## src/rtl/sn74ls195a_pkg.sv

```systemverilog
// ---------------------------------------------------------------------------
// sn74ls195a_pkg
//
// Purpose : shared types and constants for the SN74LS195A shift sequencer.
//           Holds the controller state enum, the PE mode encodings seen by
//           the external register, and the serial-fill encodings that select
//           what gets shifted into Q0 behind the outgoing word.
//
// Contents:
//   state_t         controller state (IDLE waits for a word, SHIFT emits it)
//   PE_LOAD         PE level that makes the register load Q <= P
//   PE_SHIFT        PE level that makes the register shift toward Q3
//   FILL_ZERO/ONE   serial fill selections (J=K=0 clears Q0, J=K=1 sets Q0)
//   BITS_PER_WORD   number of serial bits per loaded nibble
//   LAST_CNT        counter value while the final bit (din[0]) is on sout
//   fill_jk()       J/K drive level for a given fill selection
// ---------------------------------------------------------------------------
package sn74ls195a_pkg;

  typedef enum logic [0:0] {
    IDLE  = 1'b0,
    SHIFT = 1'b1
  } state_t;

  localparam logic PE_LOAD  = 1'b0;
  localparam logic PE_SHIFT = 1'b1;

  localparam logic FILL_ZERO = 1'b0;
  localparam logic FILL_ONE  = 1'b1;

  localparam int unsigned BITS_PER_WORD = 4;
  localparam logic [1:0]  LAST_CNT      = 2'(BITS_PER_WORD - 1);

  // The chip's K input is really K-bar, so tying J and K together to the
  // same level turns the JK stage into a plain D input: both low clears
  // Q0, both high sets it.  One level therefore drives both pins.
  function automatic logic fill_jk(input logic fill);
    return fill;
  endfunction

endpackage

```

## src/rtl/sn74ls195a_shift_sequencer.sv

```systemverilog
// ---------------------------------------------------------------------------
// sn74ls195a_shift_sequencer
//
// Purpose : drives an external SN74LS195A 4-bit shift register (same CP) as
//           a parallel-to-serial transmitter.  A nibble accepted on the din
//           valid/ready port is parallel-loaded into the chip, then shifted
//           out MSB-first (Q3) on the sout valid/ready port.  When the
//           consumer stalls, the register is held by reloading its own Q
//           outputs through P, so no clock gating is needed.
//
// Parameters:
//   FILL        value shifted into Q0 behind the word (0 -> J=K=0, 1 -> J=K=1)
//
// Ports:
//   CP          in   clock, shared with the register chip
//   MR          in   asynchronous active-high reset (chip MR is driven from ~MR
//                    outside this block)
//   din         in   [3:0] word to transmit
//   din_valid   in   din is valid
//   din_ready   out  din will be loaded at the next CP edge
//   Q           in   [3:0] register outputs Q3..Q0
//   P           out  [3:0] register parallel inputs
//   PE          out  register mode (0 = parallel load, 1 = shift)
//   J, K        out  register serial inputs, tied to FILL
//   sout        out  serial data bit (Q3)
//   sout_valid  out  sout is valid
//   sout_ready  in   consumer accepts sout this cycle
//   sout_last   out  current sout is bit 0 of the word
//   busy        out  controller is in SHIFT
// ---------------------------------------------------------------------------
module sn74ls195a_shift_sequencer
  import sn74ls195a_pkg::*;
#(
  parameter logic FILL = FILL_ZERO
) (
  input  logic       CP,
  input  logic       MR,
  input  logic [3:0] din,
  input  logic       din_valid,
  output logic       din_ready,
  input  logic [3:0] Q,
  output logic [3:0] P,
  output logic       PE,
  output logic       J,
  output logic       K,
  output logic       sout,
  output logic       sout_valid,
  input  logic       sout_ready,
  output logic       sout_last,
  output logic       busy
);

  state_t     state_q;
  state_t     state_d;
  logic [1:0] cnt_q;
  logic [1:0] cnt_d;

  // State and bit counter.  MR throws away any word in flight at once; the
  // chip is cleared by the same reset, so the two stay in step.
  always_ff @(posedge CP or posedge MR) begin
    if (MR) begin
      state_q <= IDLE;
      cnt_q   <= 2'd0;
    end else begin
      state_q <= state_d;
      cnt_q   <= cnt_d;
    end
  end

  // Next-state and register-control decode.  Every chip control acts at the
  // next CP edge, so this is purely combinational from state, cnt, Q and the
  // two handshake inputs.  The default is "reload Q through P", which is the
  // safe hold for the chip in every situation that is not an explicit load
  // of din or an accepted shift, including while MR is asserted.
  always_comb begin
    state_d    = state_q;
    cnt_d      = cnt_q;
    PE         = PE_LOAD;
    P          = Q;
    din_ready  = 1'b0;
    sout_valid = 1'b0;
    sout_last  = 1'b0;

    if (!MR) begin
      unique case (state_q)
        IDLE: begin
          din_ready = 1'b1;
          if (din_valid) begin
            P       = din;
            state_d = SHIFT;
            cnt_d   = 2'd0;
          end
        end

        SHIFT: begin
          sout_valid = 1'b1;
          sout_last  = (cnt_q == LAST_CNT);
          // A stalled cycle leaves PE at load with P=Q, so Q, sout and cnt
          // all repeat.  din_valid is deliberately not looked at here, and
          // the return to IDLE on the last shift means a new word can only
          // be loaded one cycle after sout_last.
          if (sout_ready) begin
            PE    = PE_SHIFT;
            cnt_d = cnt_q + 2'd1;
            if (cnt_q == LAST_CNT) begin
              state_d = IDLE;
              cnt_d   = 2'd0;
            end
          end
        end

        default: begin
          state_d = IDLE;
          cnt_d   = 2'd0;
        end
      endcase
    end
  end

  // The bit on the wire is always the chip's Q3; sout_valid qualifies it.
  assign sout = Q[3];

  // J and K only matter on shift edges, but they are held constant so the
  // fill value is never a function of state.
  assign J = fill_jk(FILL);
  assign K = fill_jk(FILL);

  assign busy = (state_q == SHIFT);

endmodule

```

## config.mk

```make
export PLATFORM = sky130hd
export DESIGN_NAME = sn74ls195a_shift_sequencer
export DESIGN_NICKNAME = d
export VERILOG_FILES = /design/src/rtl/sn74ls195a_pkg.sv /design/src/rtl/sn74ls195a_shift_sequencer.sv
export SDC_FILE = /design/constraint.sdc
export NUM_CORES = 1
export LEC_CHECK = 0
export CELL_PAD_IN_SITES_DETAIL_PLACEMENT = 0
export CELL_PAD_IN_SITES_GLOBAL_PLACEMENT = 1
export CORE_UTILIZATION = 22
export DETAILED_ROUTE_END_ITERATION = 10
export GPL_ROUTABILITY_DRIVEN = 0
export PLACE_DENSITY_LB_ADDON = 0.1
export SLEW_MARGIN = 20
export SYNTH_ARGS = -nofsm -noshare
export SYNTH_HDL_FRONTEND = slang
export SYNTH_SLANG_ARGS = --single-unit
```

## constraint.sdc

```tcl
create_clock -name CP -period 2.8 [get_ports CP]
set_input_delay 0.56 -clock CP [delete_from_list [all_inputs] [get_ports CP]]
set_output_delay 0.56 -clock CP [all_outputs]
set_load 0.005 [all_outputs]
```

# [Yosys cells after proc, flatten, opt, wreduce, memory -nomap -nowiden]
# Index checks and enable logic that the tools add are counted.
[totals] register_bits=3 inputBits=12 output_inout_bits=12
[op_classes] n_addsub=1 eq_ne=3 mux=20 bitwise_logic=2 reduce_logical=1
[op_table] op="$mux 1" count=12
[op_table] op="$mux 4" count=3
[op_table] op="$mux 2" count=3
[op_table] op="$ne 2x2->1 const B" count=2
[op_table] op="$pmux 2 s2" count=1
[op_table] op="$reduce_and 3->1" count=1
[op_table] op="$add 2x1->2 const B" count=1
[op_table] op="$eq 2x2->1 const B" count=1
[op_table] op="$not 1->1" count=2
[op_table] op="$pmux 1 s2" count=1

# [Depth between registers and ports, before layout]
# Gate-level depths: netlist of the first run.
[logic_depth] depth_word=4 ltp_mapped=4 mapped_depth_nobuf=4

# [Worst setup path before layout of the first run]
# No wires, ideal clock.
[synth_path] path_type="input-to-output" start="input MR" end="output P[0]" arrival_ps=1228 required_time_ps=2240 path_slack_ps=1012 cell_stages=4 path_buffers=1 path_cell_list="nor2_2 > and2_4 > buf_6 > mux2_4"
[synth_between] elab_chain_len=1
[synth_lines] item="from (decl)" line_no="sn74ls195a_shift_sequencer.sv:37" source="input logic MR,"
[synth_lines] item="$mux 4" line_no="sn74ls195a_shift_sequencer.sv:84" source="if (!MR) begin"
[synth_lines] item="to (decl)" line_no="sn74ls195a_shift_sequencer.sv:42" source="output logic [3:0] P,"
# No other way between the ends.

# [Worst setup path in the final report of the first run]
[layout_path] start="input MR" end="output P[3]"
# The elaborated chain is that of the path after synthesis.

==> metrics.cfg, run 1 <==
[setup_path]
path_cells=clkdlybuf4s50_1, nor2_2, and2_4, mux2_4, clkdlybuf4s50_1
reg2reg_depth=3
crit_path_end_kind=primary output
critPathMaxStageDelay_ns=0.50
regToRegEndpoint=cnt_q[1]$_DFFE_PP0P_
slowest_stage=clkdlybuf4s50_1
crit_buf_inv=2
crit_fanout=5
critPathKind=input port to primary output
r2r_setup_slack_ns=1.63
worst_path_most_repeated_cell=clkdlybuf4s50_1
required_ns=2.24
startpoint_type=input port
critPathArrivalTime_ns=2.16
path_delay_family=buffers and inverters
reg2reg_from=cnt_q[0]$_DFFE_PP0P_

[place]
portBuffers=21
hpwlAfterDp_um=524

[min_path]
hold_path.class=flop to flop
worstHoldEndpoint=cnt_q[0]$_DFFE_PP0P_
hp-start=cnt_q[0]$_DFFE_PP0P_
min_delay_path_depth=2

[pwr]
p_int_uw=221
swShare_pct=30.3
power.leakage_nw=0.231
clkPwrFrac_pct=23.9
p_sw_uw=96.1
pwr-share-comb_pct=48.0
powerDensity_mw_per_mm2=613
pwr-share-seq_pct=28.1
peakVddDrop_uv=323

[synthesis]
synthCells=31
synth_cell_types=18
synth_seq_area_share_pct=25.6
synth_top_area_share_pct=25.6
avgSynthCellArea_um2=9.44
synth_seq_cells=3
syn_area_um2=293
ys_warn_count=0
post-synth-top-area-cell=dfrtp_1
synthTopCellsByArea=dfrtp_1 26%, mux2_4 21%, buf_4 7.7%, a22o_1 6.0%, and2_1 4.3%

[timing]
hold-worst-slack_ns=0.538
period_share_pct=97.3
finalSetupViolCount=0
slew_viol_final=0
hold_viol=0
min_period_ns=2.72
fin_skew_ns=0.00434
fin_tns_setup_ns=0
rsz0062_at_grt=no
clock.fmax_mhz=367

[global_routing]
grt_max_degree=8
grt_pass1_wl_um=1040
grt.overflow.total=0
first_global_vias=238
antenna_found_initial=0
grt_usage_pct=10.1

[clocking]
cts_tree=built
insertion_delay_ns=0.23
cts_buffer_depth=2
clk_pin_slew_ns=0.03
cts_setup_buffers=0
cts_max_level=1
cts.sinks=3
cts_buffers=3
ctsResizeCount=0
hold_buffers=0
clockRootBuffer=clkbuf_4

[route]
dr.pass1.iters=2
postRouteWirelength_um=673
vias_per_cell=4.04
drc=0
wl_per_cell_um=10.0
postRouteAntennaNets=0
dr.first_iter.drc_count=1
vias=271

[die]
start_util_pct=25.0
core_mm2=0.00117
die_area_mm2=0.00148
ios=24
die_height_um=38.5
row_count=12
die_width_um=38.5

[finish]
layout_commonest_cell=clkdlybuf4s50_1
fin_nets=67
syn_to_final_growth_pct=76.5
mostFrequentLayoutCells=21 x clkdlybuf4s50_1, 4 x mux2_4, 3 x inv_1, 3 x dfrtp_1, 3 x clkbuf_4
drive_above_1_share_pct=17.0
diodes=0

[status]
run_status=finished, final reports clean

[flow_run]
max_cap_violations=0

==> cell usage after synthesis, drive strengths merged <==
cell type	instances
inv	3
conb	1
and2	3
buf	4
dfrtp	3
o21ai	1
nand2	2
nor2	2
o21bai	1
mux2	4
a22oi	1
a22o	2
nor2b	2
a21o	1
ha	1
==> logic make-up (layout without fill, tap and decap cells) <==
logic type / count (synthesis) / in the layout / share of synthesized area (%)
buffers and inverters: 7 / 28 / 15.4
AND/OR/NAND/NOR: 9 / 9 / 17.5
multiplexers: 4 / 4 / 20.5
AO/OA/AOI/OAI: 6 / 6 / 15.4
adder cells (fa/ha/maj): 1 / 1 / 4.27
flip-flops: 3 / 3 / 25.6
other: 1 / 2 / 1.28
==> final cells by class <==
cell class | count | area [µm²]
well taps | 14 | 17.5
fillers | 116 | 654
flip-flops and latches | 3 | 75.1
inverters | 3 | 11.3
repair buffers | 21 | 210
multi-input cells | 22 | 176
clock buffers | 4 | 26.3
==> metrics by stage <==
stage	area [µm²]	worst slack, ns	power, mW	instances	util [%]
after floorplan	297	1.01	0.170	32	-
after global placement	490	0.113	0.243	63	41.9
after detailed placement	490	0.0776	0.244	63	41.9
final	517	0.0751	0.317	67	44.1
after CTS	517	0.0769	0.323	67	44.1
after global routing	517	0.0107	0.342	67	44.1
==> worst reg2reg max path, cell delays in order, from the launching register on <==
cell and delay (ns):
dfrtp_1 0.40, ha_1 0.30, a22o_1 0.18, a22o_1 0.17
==> how the worst max path moves through the flow <==
stage          from    to  slack, ns  depth (start not counted)
6_report         MR  P[3]       0.08                          5
3_3_place_gp     MR  P[3]       0.11                          5
3_5_place_dp     MR  P[3]       0.08                          5
4_1_cts          MR  P[3]       0.08                          5
5_1_grt          MR  P[1]       0.01                          5
2_1_floorplan    MR  P[0]       1.01                          4
==> sequential cells by signal, summed over array words and instances, names as in the netlist <==
name and flops:
cnt_q 2, busy 1
==> metal layers <==
layer | track usage [%] | up-vias | routed length (µm)
met3 | 1.74 | 0 | 46
li1 | - | 140 | -
met2 | 15.8 | 12 | 311
met4 | 5.17 | 0 | 0
met1 | 13.0 | 119 | 315
met5 | 0 | - | 0
==> power by group through the flow <==
| stage | sequential (mW) | clock [mW] | combinational (mW) |
|---|---|---|---|
| 2_1_floorplan | 0.0849 | 0 | 0.0846 |
| 3_3_place_gp | 0.0897 | 0 | 0.154 |
| 3_5_place_dp | 0.0905 | 0 | 0.154 |
| 4_1_cts | 0.0902 | 0.0778 | 0.155 |
| 5_1_grt | 0.0944 | 0.0795 | 0.168 |
| 6_report | 0.0891 | 0.0757 | 0.152 |
Note: power is estimated with default switching activity, not from simulation.
==> run 2: changes to the inputs <==
--- a/config.mk
+++ b/config.mk
@@ -10,6 +10,7 @@
 export CORE_UTILIZATION = 22
 export DETAILED_ROUTE_END_ITERATION = 10
 export GPL_ROUTABILITY_DRIVEN = 0
+export HOLD_SLACK_MARGIN = 0.05
 export PLACE_DENSITY_LB_ADDON = 0.1
 export SLEW_MARGIN = 20
 export SYNTH_ARGS = -nofsm -noshare
==> results of run 2 <==
Same layout as run 1: the final DEF is identical, and so are final timing and power.
